**src/rtl/sprite_pkg.sv**
```systemverilog
// Shared types and widths for the sprite layer compositor.
package sprite_pkg;

  localparam int SPR_COORD_W = 11;
  localparam int SPR_LOCAL_W = 12;
  localparam int SPR_PIX_W   = 10;
  localparam int SPR_ORG_W   = 9;
  localparam int SPR_SIZE_W  = 7;

  // One attribute slot: screen position, sheet origin, size in texels, flags.
  typedef struct packed {
    logic signed [SPR_COORD_W-1:0] x;
    logic signed [SPR_COORD_W-1:0] y;
    logic [SPR_ORG_W-1:0]          sx;
    logic [SPR_ORG_W-1:0]          sy;
    logic [SPR_SIZE_W-1:0]         w;
    logic [SPR_SIZE_W-1:0]         h;
    logic                          en;
    logic                          flip;
  } sprite_attr_t;

endpackage

```
**src/rtl/sprite_hit_test.sv**
```systemverilog
// Per-slot coverage test: is (draw_x, draw_y) inside the scaled sprite, and
// which texel (tx, ty) of the sprite does it land on.
module sprite_hit_test
  import sprite_pkg::*;
#(
  parameter int SCALE_LOG2 = 1
) (
  input  sprite_attr_t           i_attr,
  input  logic [SPR_PIX_W-1:0]   i_draw_x,
  input  logic [SPR_PIX_W-1:0]   i_draw_y,
  output logic                   o_hit,
  output logic [SPR_SIZE_W-1:0]  o_tx,
  output logic [SPR_SIZE_W-1:0]  o_ty
);

  logic signed [SPR_LOCAL_W-1:0] w_lx;
  logic signed [SPR_LOCAL_W-1:0] w_ly;
  logic [SPR_LOCAL_W-1:0]        w_span_x;
  logic [SPR_LOCAL_W-1:0]        w_span_y;
  logic [SPR_SIZE_W-1:0]         w_tx_raw;

  // Local coordinates; 12 bits signed covers every 10b pixel minus 11b signed position.
  assign w_lx = $signed({2'b00, i_draw_x}) - $signed({i_attr.x[SPR_COORD_W-1], i_attr.x});
  assign w_ly = $signed({2'b00, i_draw_y}) - $signed({i_attr.y[SPR_COORD_W-1], i_attr.y});

  assign w_span_x = SPR_LOCAL_W'(i_attr.w) << SCALE_LOG2;
  assign w_span_y = SPR_LOCAL_W'(i_attr.h) << SCALE_LOG2;

  // Negative local coordinates fail via the sign bit, so the compares can be unsigned.
  assign o_hit = i_attr.en
               & ~w_lx[SPR_LOCAL_W-1] & ($unsigned(w_lx) < w_span_x)
               & ~w_ly[SPR_LOCAL_W-1] & ($unsigned(w_ly) < w_span_y);

  assign w_tx_raw = w_lx[SCALE_LOG2 +: SPR_SIZE_W];
  assign o_tx     = i_attr.flip ? (i_attr.w - 7'd1 - w_tx_raw) : w_tx_raw;
  assign o_ty     = w_ly[SCALE_LOG2 +: SPR_SIZE_W];

endmodule

```
**src/rtl/sprite_layer_compositor.sv**
```systemverilog
// Sprite layer: double-buffered attribute slots, priority select, sheet ROM
// addressing and ROM-aligned palette index output.
module sprite_layer_compositor
  import sprite_pkg::*;
#(
  parameter int NUM_SPRITES = 4,
  parameter int SHEET_W     = 360,
  parameter int SHEET_H     = 264,
  parameter int ADDR_W      = 17,
  parameter int IDX_W       = 4,
  parameter int SCALE_LOG2  = 1,
  parameter int ROM_LAT     = 1,
  parameter logic [IDX_W-1:0] TRANSPARENT_IDX = '0
) (
  input  logic                           i_vga_clk,
  input  logic                           i_reset,
  input  logic [SPR_PIX_W-1:0]           i_draw_x,
  input  logic [SPR_PIX_W-1:0]           i_draw_y,
  input  logic                           i_blank,
  input  logic                           i_frame_start,
  input  logic                           i_attr_we,
  input  logic [$clog2(NUM_SPRITES)-1:0] i_attr_sel,
  input  logic signed [SPR_COORD_W-1:0]  i_attr_x,
  input  logic signed [SPR_COORD_W-1:0]  i_attr_y,
  input  logic [SPR_ORG_W-1:0]           i_attr_sx,
  input  logic [SPR_ORG_W-1:0]           i_attr_sy,
  input  logic [SPR_SIZE_W-1:0]          i_attr_w,
  input  logic [SPR_SIZE_W-1:0]          i_attr_h,
  input  logic                           i_attr_en,
  input  logic                           i_attr_flip,
  output logic [ADDR_W-1:0]              o_rom_addr,
  input  logic [IDX_W-1:0]               i_rom_q,
  output logic [IDX_W-1:0]               o_pix_idx,
  output logic                           o_pix_valid,
  output logic                           o_blank_out
);

  localparam int AW2 = ADDR_W + 2;
  localparam logic [AW2-1:0] LP_SHEET_W = AW2'(SHEET_W);
  localparam logic [AW2-1:0] LP_SHEET_H = AW2'(SHEET_H);

  sprite_attr_t r_shadow [NUM_SPRITES];
  sprite_attr_t r_active [NUM_SPRITES];
  sprite_attr_t w_new_attr;

  logic [NUM_SPRITES-1:0] w_hit;
  logic [SPR_SIZE_W-1:0]  w_tx [NUM_SPRITES];
  logic [SPR_SIZE_W-1:0]  w_ty [NUM_SPRITES];

  logic                  w_win_hit;
  logic [SPR_SIZE_W-1:0] w_win_tx, w_win_ty;
  logic [SPR_ORG_W-1:0]  w_win_sx, w_win_sy;

  logic                  r_s1_hit, r_s1_blank;
  logic [SPR_SIZE_W-1:0] r_s1_tx, r_s1_ty;
  logic [SPR_ORG_W-1:0]  r_s1_sx, r_s1_sy;

  logic [SPR_ORG_W:0]    w_col, w_row;
  logic [AW2-1:0]        w_col_x, w_row_x, w_addr_full;
  logic                  w_s2_hit;

  logic [ADDR_W-1:0]     r_rom_addr;
  logic                  r_s2_hit, r_s2_blank;
  logic [ROM_LAT-1:0]    r_dly_hit, r_dly_blank;

  logic                  w_pix_valid;
  logic [IDX_W-1:0]      r_pix_idx;
  logic                  r_pix_valid, r_blank_out;

  assign w_new_attr = '{x: i_attr_x, y: i_attr_y, sx: i_attr_sx, sy: i_attr_sy,
                        w: i_attr_w, h: i_attr_h, en: i_attr_en, flip: i_attr_flip};

  // Attribute banks: writes go to shadow; frame_start publishes shadow, with write-through of a same-cycle write.
  always_ff @(posedge i_vga_clk or posedge i_reset) begin
    if (i_reset) begin
      for (int i = 0; i < NUM_SPRITES; i++) begin
        r_shadow[i] <= '0;
        r_active[i] <= '0;
      end
    end else begin
      if (i_attr_we) r_shadow[i_attr_sel] <= w_new_attr;
      if (i_frame_start) begin
        for (int i = 0; i < NUM_SPRITES; i++) r_active[i] <= r_shadow[i];
        if (i_attr_we) r_active[i_attr_sel] <= w_new_attr;
      end
    end
  end

  for (genvar g = 0; g < NUM_SPRITES; g++) begin : g_slot
    sprite_hit_test #(.SCALE_LOG2(SCALE_LOG2)) u_hit (
      .i_attr   (r_active[g]),
      .i_draw_x (i_draw_x),
      .i_draw_y (i_draw_y),
      .o_hit    (w_hit[g]),
      .o_tx     (w_tx[g]),
      .o_ty     (w_ty[g])
    );
  end

  // Priority select: scan from lowest priority upward so slot 0 overrides everything.
  always_comb begin
    w_win_hit = 1'b0;
    w_win_tx  = '0;
    w_win_ty  = '0;
    w_win_sx  = '0;
    w_win_sy  = '0;
    for (int i = NUM_SPRITES - 1; i >= 0; i--) begin
      if (w_hit[i]) begin
        w_win_hit = 1'b1;
        w_win_tx  = w_tx[i];
        w_win_ty  = w_ty[i];
        w_win_sx  = r_active[i].sx;
        w_win_sy  = r_active[i].sy;
      end
    end
  end

  // Stage 1: register the winning slot's texel and sheet origin.
  always_ff @(posedge i_vga_clk or posedge i_reset) begin
    if (i_reset) begin
      r_s1_hit   <= 1'b0;
      r_s1_blank <= 1'b0;
      r_s1_tx    <= '0;
      r_s1_ty    <= '0;
      r_s1_sx    <= '0;
      r_s1_sy    <= '0;
    end else begin
      r_s1_hit   <= w_win_hit;
      r_s1_blank <= i_blank;
      r_s1_tx    <= w_win_tx;
      r_s1_ty    <= w_win_ty;
      r_s1_sx    <= w_win_sx;
      r_s1_sy    <= w_win_sy;
    end
  end

  assign w_col       = {1'b0, r_s1_sx} + {3'b000, r_s1_tx};
  assign w_row       = {1'b0, r_s1_sy} + {3'b000, r_s1_ty};
  assign w_col_x     = AW2'(w_col);
  assign w_row_x     = AW2'(w_row);
  assign w_addr_full = w_row_x * LP_SHEET_W + w_col_x;
  // Texels past the sheet edge are misses; the top-bit guard only matters if ADDR_W is undersized.
  assign w_s2_hit    = r_s1_hit & (w_col_x < LP_SHEET_W) & (w_row_x < LP_SHEET_H)
                     & (w_addr_full[AW2-1:ADDR_W] == 2'b00);

  // Stage 2: registered ROM address, zero on a miss.
  always_ff @(posedge i_vga_clk or posedge i_reset) begin
    if (i_reset) begin
      r_rom_addr <= '0;
      r_s2_hit   <= 1'b0;
      r_s2_blank <= 1'b0;
    end else begin
      r_rom_addr <= w_s2_hit ? w_addr_full[ADDR_W-1:0] : '0;
      r_s2_hit   <= w_s2_hit;
      r_s2_blank <= r_s1_blank;
    end
  end

  // Delay hit and blank by the ROM latency so they meet rom_q.
  always_ff @(posedge i_vga_clk or posedge i_reset) begin
    if (i_reset) begin
      r_dly_hit   <= '0;
      r_dly_blank <= '0;
    end else begin
      r_dly_hit[0]   <= r_s2_hit;
      r_dly_blank[0] <= r_s2_blank;
      for (int i = 1; i < ROM_LAT; i++) begin
        r_dly_hit[i]   <= r_dly_hit[i-1];
        r_dly_blank[i] <= r_dly_blank[i-1];
      end
    end
  end

  // A transparent winner texel is reported as a miss; lower slots do not show through.
  assign w_pix_valid = r_dly_hit[ROM_LAT-1] & r_dly_blank[ROM_LAT-1] & (i_rom_q != TRANSPARENT_IDX);

  // Output register.
  always_ff @(posedge i_vga_clk or posedge i_reset) begin
    if (i_reset) begin
      r_pix_idx   <= '0;
      r_pix_valid <= 1'b0;
      r_blank_out <= 1'b0;
    end else begin
      r_pix_idx   <= w_pix_valid ? i_rom_q : '0;
      r_pix_valid <= w_pix_valid;
      r_blank_out <= r_dly_blank[ROM_LAT-1];
    end
  end

  assign o_rom_addr  = r_rom_addr;
  assign o_pix_idx   = r_pix_idx;
  assign o_pix_valid = r_pix_valid;
  assign o_blank_out = r_blank_out;

endmodule

```
**config.mk**
```make
export PLATFORM = sky130hd
export DESIGN_NAME = sprite_layer_compositor
export DESIGN_NICKNAME = d
export VERILOG_FILES = /design/src/rtl/sprite_pkg.sv /design/src/rtl/sprite_hit_test.sv /design/src/rtl/sprite_layer_compositor.sv
export SDC_FILE = /design/constraint.sdc
export NUM_CORES = 1
export LEC_CHECK = 0
export CAP_MARGIN = 10
export CORE_UTILIZATION = 30
export CTS_BUF_LIST = sky130_fd_sc_hd__clkbuf_2
export DETAILED_ROUTE_END_ITERATION = 7
export MAX_ROUTING_LAYER = met4
export PLACE_DENSITY_LB_ADDON = 0.12
export SYNTH_ARGS = -nofsm -noshare
export SYNTH_HDL_FRONTEND = slang
export SYNTH_SLANG_ARGS = --single-unit
```
**constraint.sdc**
```tcl
create_clock -name i_vga_clk -period 29.8 [get_ports i_vga_clk]
set_clock_uncertainty 0.1 [all_clocks]
set_input_delay 5.96 -clock i_vga_clk [delete_from_list [all_inputs] [get_ports i_vga_clk]]
set_output_delay 5.96 -clock i_vga_clk [all_outputs]
set_load 0.1 [all_outputs]
```
==> results of run 1 <==
synthesized netlist by cell type (all sizes together), types with 11 or more instances:
| cell type | number | area share [%] |
|---|---|---|
| a211oi | 18 | 0.54 |
| a21o | 48 | 1.3 |
| a21oi | 109 | 2.0 |
| a31oi | 14 | 0.32 |
| and3 | 19 | 0.43 |
| buf | 22 | 0.52 |
| clkbuf | 70 | 0.95 |
| dfrtp | 509 | 46 |
| fa | 25 | 1.8 |
| ha | 192 | 8.7 |
| inv | 228 | 3.1 |
| mux2 | 311 | 13 |
| mux2i | 32 | 1.2 |
| nand2 | 206 | 2.8 |
| nand2b | 14 | 0.34 |
| nand3 | 20 | 0.38 |
| nor2 | 71 | 0.97 |
| nor2b | 36 | 0.84 |
| nor3 | 45 | 1.0 |
| o2111ai | 13 | 0.41 |
| o211ai | 12 | 0.33 |
| o21a | 32 | 0.87 |
| o21ai | 197 | 3.6 |
| o21bai | 11 | 0.30 |
| o22ai | 21 | 0.50 |
| o31ai | 11 | 0.30 |
| xnor2 | 69 | 2.2 |
| xor2 | 39 | 1.2 |
critical path, stage by stage:
cell	delay (ns)
clkdlybuf4s50_1	0.69
fa_1	0.60
a21o_1	0.18
a21oi_1	0.16
xor2_1	0.36
inv_1	0.11
ha_1	0.34
o211ai_1	0.14
a21oi_1	0.12
o31ai_1	0.84
nand4_1	0.32
a2111oi_4	0.56
nand3_1	0.62
buf_4	0.42
o22ai_1	0.21
a21oi_1	0.09
sequential cells by signal, summed over array words and instances, names as in the netlist:
signal / flops
r_s1_tx: 7
r_s1_sx: 9
r_s1_sy: 9
o_blank_out: 1
r_s1_blank: 1
r_active: 224
r_s1_ty: 7
r_s2_blank: 1
o_rom_addr: 17
r_dly_hit: 1
r_dly_blank: 1
o_pix_valid: 1
o_pix_idx: 4
r_s1_hit: 1
r_s2_hit: 1
r_shadow: 224
power groups by stage:
stage / clock network, mW / registers, mW / logic (mW)
after floorplan: 0 / 0.856 / 0.500
after global placement: 0 / 0.869 / 0.702
after detailed placement: 0 / 0.871 / 0.708
after CTS: 0.540 / 0.858 / 0.711
after global routing: 0.578 / 0.872 / 0.783
final: 0.506 / 0.857 / 0.704
final cells by class:
class | count | area (um2)
antenna | 6 | 15.0
clock buffer | 212 | 1060
inverter | 228 | 863
multi-input combinational | 1691 | 13700
tap | 1186 | 1480
clock inverter | 37 | 201
timing repair buffer | 126 | 1240
fill | 9324 | 60200
sequential | 509 | 12700
layout by cell type, fill, tap and decap left out, types with 8 or more instances in the layout:
master	instances
inv_1	227
a21o_1	48
o31ai_1	11
fa_1	25
nor3_1	35
xnor2_1	69
a31oi_1	14
o21a_1	32
o21ai_0	185
a211oi_1	15
o2111ai_1	12
clkinvlp_4	8
o21bai_1	11
o211ai_1	12
a31o_2	8
dfrtp_1	509
nor3_2	9
and3_1	19
nor2b_1	35
mux2i_1	32
nand2_1	206
nor2_1	70
a21oi_1	107
nand3_1	18
clkinv_1	17
clkdlybuf4s50_1	108
nand2b_1	13
mux2_2	311
o21ai_1	8
o22ai_1	20
buf_4	16
clkbuf_2	212
ha_1	192
xor2_1	39
routing by layer:
| layer | vias to the layer above | wire length (um) |
|---|---|---|
| met5 | - | 0 |
| met4 | 0 | 2500 |
| met3 | 138 | 3010 |
| met2 | 379 | 36100 |
| met1 | 9495 | 37100 |
| li1 | 9264 | - |
final timing paths:
| path | end | slack (ns) |
|---|---|---|
| setup / recovery | r_s1_sx[2] | 19.12 |
| hold / removal | r_s2_blank | 0.25 |
| setup reg to reg | o_rom_addr[5] | 23.22 |
| hold reg to reg | r_s2_blank | 0.25 |
| max in group asynchronous | r_shadow[96] | 23.05 |
| min in group asynchronous | r_shadow[179] | 5.03 |
kinds of logic (layout without fill, tap and decap cells):
logic type	Yosys count	after routing
flops	509	509
mux	343	343
xor+xnor	108	108
simple gates	473	473
compound gates	550	550
fa+ha+maj	217	217
buf+inv	320	603
other cells	0	6
per-stage QoR:
step / setup WS, ns / power, mW
3_5_place_dp: 17.72 / 1.58
4_1_cts: 19.30 / 2.11
3_3_place_gp: 17.71 / 1.57
2_1_floorplan: 9.53 / 1.36
6_report: 19.12 / 2.07
5_1_grt: 19.10 / 2.23
==> out/results.ini, run 1 <==
[synth]
synth_area_mm2=0.0277
synth_seq_cells=509
synth_compound_area_share_pct=13.1
synthFlopType=dfrtp_1
synth_xor_area_share_pct=3.42
synthMuxAreaShare_pct=13.8
ys_seq_area_share_pct=46.0
postSynth.asyncResetShare_pct=100
synth_cell_type_count=91
synth_edf_count=0
synth_adder_area_share_pct=10.5
syn_avg_cell_area_um2=11.0
syn_inst=2520
syn-num-nets=2824
synth_warnings=0
synth-simple-area-share_pct=8.61
synth_top_family_by_area=multiplexers

[critical_path]
reg2reg_from=r_s1_ty[1]
critPathLaunch=i_draw_x[1]
cp.required_ns=30.87
reg2reg_depth=21
cp_max_fo=14
crit_arrival_ns=11.75
worstSetupPathType=in2reg
setup.worst_path.start_class=input pin
end_kind=flop

[cts]
cts_resized=0
clk-insertion-delay-late_ns=1.37
postCtsSetupBuffers=0
clockRootBuffer=clkbuf_2
path_clk_slew_ns=0.08
tritoncts=built
cts_hold_buf=0
ctsHtreeMaxLevel=4
cts_buffer_depth=3
cts_buffers=146
clock_sink_count=509

[layout]
syn_to_final_growth_pct=13.1
fin_nets=3006
utilization_pct=34.2
drive_above_1_share_pct=22.4
stdcell_area_mm2=0.0313
final_cell_count_no_fill=3995

[route]
vias_per_cell=4.83
drc=0
dr_total_vias=19300
drt-total-wl_um=78600
avgRoutedWirePerCell_um=19.7
drt_iter0_markers=1043
postRouteAntennaNets=0
first_pass_iters=5

[pwr]
clockPowerShare_pct=24.5
p_comb_share_pct=34.1
power.leakage_nw=14.5
p_per_area_mw_per_mm2=66.0
sw_frac_of_total_pct=37.5
internal_power_mw=1.29
worst_ir_drop_vdd_v=0.0000359
p_switching_uw=775
seq_power_share_pct=41.5

[placed_design]
portBuffers=109
dpl.hpwl_um=56300
placed_cell_area_mm2=0.0300
dp_cells=3740
place_congestion=0.888

[min_path]
min_path_cells=0
hp-class=reg2reg
hp-start=r_s1_blank

[floorplanning]
rows=111
chipHeight_um=306
design.core.area_mm2=0.0915
fp.dieArea_mm2=0.0935
io_pins=110
die_x_um=306
start_util_pct=30.2

[timing]
finalSetupTns_ns=0
rsz0062_at_grt=no
slew_headroom_pct=24.2
slew_violations=0
period_minus_slack_ns=10.68
fmax_mhz=93.6
finalCritPeriodShare_pct=35.8
worst_pin_slew_ns=1.14
holdWs_ns=0.254
setup_viol=0
hold_viol=0

[global_routing]
met2_usage_pct=27.3
use_met1_pct=22.9
grt_pass1_vias=20200
track_usage_pct=17.7
grt_start_max_net_pins=240
grt.overflow.total=0
grt_first_pass_wirelength_um=122000
grt_util_met3_pct=3.36
grt_antenna_before_repair=3
grt_busiest_layer=met2

[run]
max_cap_violations=0

[run_status]
outcome=finished, final reports clean

(Power assumes the default switching activity.)
==> run 2: changes to the inputs <==
- clock period: 29.8 -> 9.1 ns (I/O delays scaled with it)
==> run 2 against run 1 <==
Effect of this change: core utilization grew 0.057 points; critical path depth grew 5; register-to-register slack lost 21 ns; worst setup slack lost 17 ns; sequential cell count is the same; largest cell class unchanged.
==> out/results.ini, run 2 (same netlist as run 1, synthesis figures left out) <==
[min_path]
hp-class=reg2reg

[layout]
syn_to_final_growth_pct=13.3
seq_area_mm2=0.0127
fin_nets=3009
n_fill_cell=9321
multiInputGateArea_mm2=0.0137
drive_above_1_share_pct=22.6
most-common-layout-cells=dfrtp_1, mux2_2, inv_1
final_common_cell=dfrtp_1

[placed_design]
place_congestion=0.868
portBuffers=109
place_ws_ns=1.22
dpl.hpwl_um=56300

[run]
max_cap_violations=0

[floorplanning]
chipHeight_um=306
start_util_pct=30.2
design.core.area_mm2=0.0915
rows=111
die_x_um=306
fp.dieArea_mm2=0.0935
io_pins=110

[cts]
cts_buffers=147
path_clk_slew_ns=0.10
cts_resized=0
cts_hold_buf=0
clockRootBuffer=clkbuf_2
clk-insertion-delay-late_ns=1.38
ctsHtreeMaxLevel=4
cts_buffer_depth=3
tritoncts=built
postCtsSetupBuffers=0
clock_sink_count=509

[global_routing]
use_met1_pct=22.6
grt.overflow.total=0
grt_antenna_before_repair=3
grt_pass1_vias=20500
grt_start_max_net_pins=227
grt_busiest_layer=met2
met2_usage_pct=28.2
grt_first_pass_wirelength_um=122000
grt_util_met3_pct=3.28
track_usage_pct=17.7

[critical_path]
crit_buf_inv=2
cp_slowest_cell=nor3_4
worstSetupPathType=reg2reg
cp_max_fo=18
crit_arrival_ns=7.72
cp.required_ns=10.12
critPathMaxStageDelay_ns=0.80
worstPathCellList=ha_1 -> a211oi_1 -> nor2_1 -> o31ai_1 -> a21oi_1 -> xor2_1 -> xor2_1 -> fa_1 -> inv_1 -> fa_1 -> inv_1 -> ha_1 -> o21a_1 -> o31a_1 -> o31a_1 -> o22ai_2 -> mux2i_1 -> a2111oi_4 -> nor4bb_2 -> nor3_4 -> nor3_1
setup.worst_path.start_class=flop
critical-path-top-delay-family=compound AO/OA/AOI/OAI gates
end_kind=flop

[timing]
finalCritPeriodShare_pct=73.7
setup_viol=0
worst_slack_ns=2.40
finalSetupTns_ns=0
worst_pin_slew_ns=1.24
hold_viol=0
slew_headroom_pct=16.8
period_minus_slack_ns=6.70
slew_violations=0
rsz0062_at_grt=no
fmax_mhz=149

[route]
drt-total-wl_um=78600
dr_total_vias=19400
drc=0
avgRoutedWirePerCell_um=19.6
first_pass_iters=8
vias_per_cell=4.84
postRouteAntennaNets=0
drt_iter0_markers=875

[run_status]
outcome=finished, final reports clean

[pwr]
power.leakage_nw=14.6
worst_ir_drop_vdd_v=0.000111
p_per_area_mw_per_mm2=216

## run 2: cell types whose count changed in the layout (fill, tap and decap cells not counted), sizes merged
cell / delta
clkinvlp: -6
diode: -1
buf: +2
clkinv: +5
inv: +5
clkbuf: +4
## run 2: per-layer routing
layer | vias up | part of all wire [%]
met4 | 0 | 2.0
met1 | 9676 | 47
met3 | 113 | 3.1
met2 | 328 | 48
li1 | 9280 | -
met5 | - | 0
## run 2: area by class of cell
class | instances | share of cell area [%]
Sequential cell | 509 | 40.6
Tap cell | 1186 | 4.73
Inverter | 228 | 2.74
Antenna cell | 5 | 0.0399
Clock buffer | 216 | 3.45
Clock inverter | 41 | 0.718
Timing Repair Buffer | 128 | 3.99
Multi-Input combinational cell | 1691 | 43.7
## run 2: path summary, 6_finish.rpt
kind | startpoint | end | slack (ns) | depth (start not counted)
setup / recovery | r_s1_ty[0] | o_rom_addr[2] | 2.40 | 21
hold / removal | r_s2_hit | r_dly_hit | 0.25 | 0
setup reg to reg | r_s1_ty[0] | o_rom_addr[2] | 2.40 | 21
hold reg to reg | r_s2_hit | r_dly_hit | 0.25 | 0
max in group asynchronous | i_reset | r_active[98] | 6.12 | 4
min in group asynchronous | i_reset | r_shadow[9] | 0.76 | 2
## run 2: stage by stage
| stage | hold slack (ns) | power [mW] | cells | area (um2) | util [%] |
|---|---|---|---|---|---|
| after floorplan | 0.231 | 4.44 | 2520 | 27700 | - |
| after global placement | 0.236 | 5.12 | 3742 | 30000 | 32.8 |
| after detailed placement | 0.235 | 5.15 | 3742 | 30000 | 32.8 |
| after CTS | 0.254 | 6.92 | 3999 | 31300 | 34.2 |
| after global routing | 0.272 | 7.32 | 4003 | 31400 | 34.3 |
| final | 0.251 | 6.78 | 4004 | 31400 | 34.3 |
## run 2: power breakdown
| part | switching (mW) | leakage (nW) | internal, mW | total (mW) |
|---|---|---|---|---|
| Clock | 1.04 | 1.01 | 0.654 | 1.69 |
| Sequential | 0.157 | 6.21 | 2.65 | 2.80 |
| Combinational | 1.33 | 7.34 | 0.950 | 2.28 |
==> patch: new RTL, flow settings as in run 2 <==
`r_rom_addr` no longer has a reset.
--- a/src/rtl/sprite_layer_compositor.sv
+++ b/src/rtl/sprite_layer_compositor.sv
@@ -147,12 +147,14 @@
   always_ff @(posedge i_vga_clk or posedge i_reset) begin
     if (i_reset) begin
-      r_rom_addr <= '0;
       r_s2_hit   <= 1'b0;
       r_s2_blank <= 1'b0;
     end else begin
-      r_rom_addr <= w_s2_hit ? w_addr_full[ADDR_W-1:0] : '0;
       r_s2_hit   <= w_s2_hit;
       r_s2_blank <= r_s1_blank;
     end
+  end
+
+  always_ff @(posedge i_vga_clk) begin
+    r_rom_addr <= w_s2_hit ? w_addr_full[ADDR_W-1:0] : '0;
   end
 
Function: differs if i_reset is asserted again (counterexample within 4 cycles, from zero or initial values and one cycle with i_reset high); with i_reset held inactive, the same outputs for 4 cycles.
==> patch against run 2 <==
The run now ends with DRC left; final cell count fell by 2.4%; wire length fell by 0.85%; non-clock buffer count rose by 3; sequential share of layout area rose by 0.57 points; count of clock-buffer cells in the layout fell by 1; total power rose by 0.26%; worst setup slack got worse by 290 ps; synthesized area fell by 2.6%; die area fell by 2.6%; design area fell by 2.0%; sequential cell count did not move.
==> patch: results (changes against run 2) <==
run status complete, but fails checks; failing checks DRC; met2 Use GR 28.0% (-0.16 points); ys async rst share 96.7% (-3.3 points); Slew HR 28.2% (+11 points); DRC viols 24 (+24); gpl congestion 0.856 (-1.4%); M1 WL 36500 um (-1.3%); largest net degree at the start of global routing 151 (-33%); Seq/Total Area, Yosys 47.0% (+0.93 points); met3 Usage GRT 3.87% (+0.59 points); syn nets 2746 (-2.8%); Non-Filler Instances 3908 (-2.4%); wirelength, routed 78000 um (-0.85%); Layout Nets 2934 (-2.5%); GR Util met1 22.9% (+0.37 points); Peak VDD IR 0.111 mV (+0.69%); routed wl met2 35900 um (-4.7%); initial DRC count 1023 (+17%); clk_lat worst skew 1400 ps (+20 ps); vias in the first global route 19953 (-2.7%); Critical Path Fanout Max 15 (-3); Via density 4.87 (+0.60%); DR WL met3 3360 um (+36%); synthesized area per cell 11.0 um^2 (+0.60%); fillers 9012 (-3.3%)
==> patch: cell types whose count changed in the layout (fill, tap and decap cells not counted), moves of 14 or more <==
| cell | change |
|---|---|
| a221oi_1 | +29 |
| mux2i_1 | -27 |
| nand2_1 | -23 |
| o31ai_1 | +23 |
| a21oi_1 | -22 |
| o2bb2ai_1 | +22 |
| dfrtp_1 | -17 |
| dfxtp_1 | +17 |
| mux2_2 | +14 |
==> patch: path summary, 6_finish.rpt <==
check | startpoint | to | slack, ps | depth (start not counted)
worst max-delay path | r_s1_ty[0]$_DFF_PP0_ | o_rom_addr[5]$_SDFF_PN0_ | 2100 | 21
worst min-delay path | r_s2_blank$_DFF_PP0_ | r_dly_blank$_DFF_PP0_ | 250 | 0
worst max register to register | r_s1_ty[0]$_DFF_PP0_ | o_rom_addr[5]$_SDFF_PN0_ | 2100 | 21
worst min register to register | r_s2_blank$_DFF_PP0_ | r_dly_blank$_DFF_PP0_ | 250 | 0
max in group asynchronous | i_reset | r_s1_sy[0]$_DFF_PP0_ | 6060 | 4
min in group asynchronous | i_reset | r_shadow[41]$_DFF_PP0_ | 900 | 2
==> patch: cells by family after synthesis <==
group,after synthesis,share of synthesized area (%)
multiplexers,330,13.8
XOR/XNOR,104,3.38
buffers and inverters,313,4.38
AND/OR/NAND/NOR,393,6.78
AO/OA/AOI/OAI,570,13.8
adder cells (fa/ha/maj),220,10.9
flip-flops,509,47.0
==> patch: area by class of cell <==
class	instances	share of cell area [%]
Antenna cell	13	0.106
Tap cell	1165	4.75
Inverter	219	2.69
Sequential cell	509	41.2
Timing Repair Buffer	131	4.23
Clock buffer	215	3.50
Clock inverter	39	0.733
Multi-Input combinational cell	1617	42.8
==> patch: worst max-delay path, stage by stage (launching register included) <==
cell	delay, ps
dfrtp_1	440
ha_1	260
fa_1	400
a21oi_1	190
o21ai_0	170
o31a_1	280
nor3_1	660
xnor2_1	240
fa_1	530
fa_1	510
inv_1	40
ha_1	340
nor2b_1	160
o31ai_1	410
o2111ai_1	260
and4b_1	320
o21ai_0	160
or3_1	370
o311ai_1	270
o211ai_1	250
buf_4	280
nor3_1	210
==> patch: metrics by stage <==
stage          worst slack, ps  total power [mW]  hold WS [ps]
5_1_grt                   1370              7.34           273
3_3_place_gp              1900              5.09           241
3_5_place_dp              1750              5.12           236
4_1_cts                   2050              6.93           258
2_1_floorplan              507              4.40           231
6_report                  2100              6.80           253
==> patch: power by group <==
part           total [mW]  switching [mW]  internal [mW]  leakage (nW)
registers            2.82           0.169           2.65          6.11
clock network        1.73            1.06          0.669         0.986
logic                2.25            1.31          0.942          6.93
total                6.80            2.54           4.26          14.0
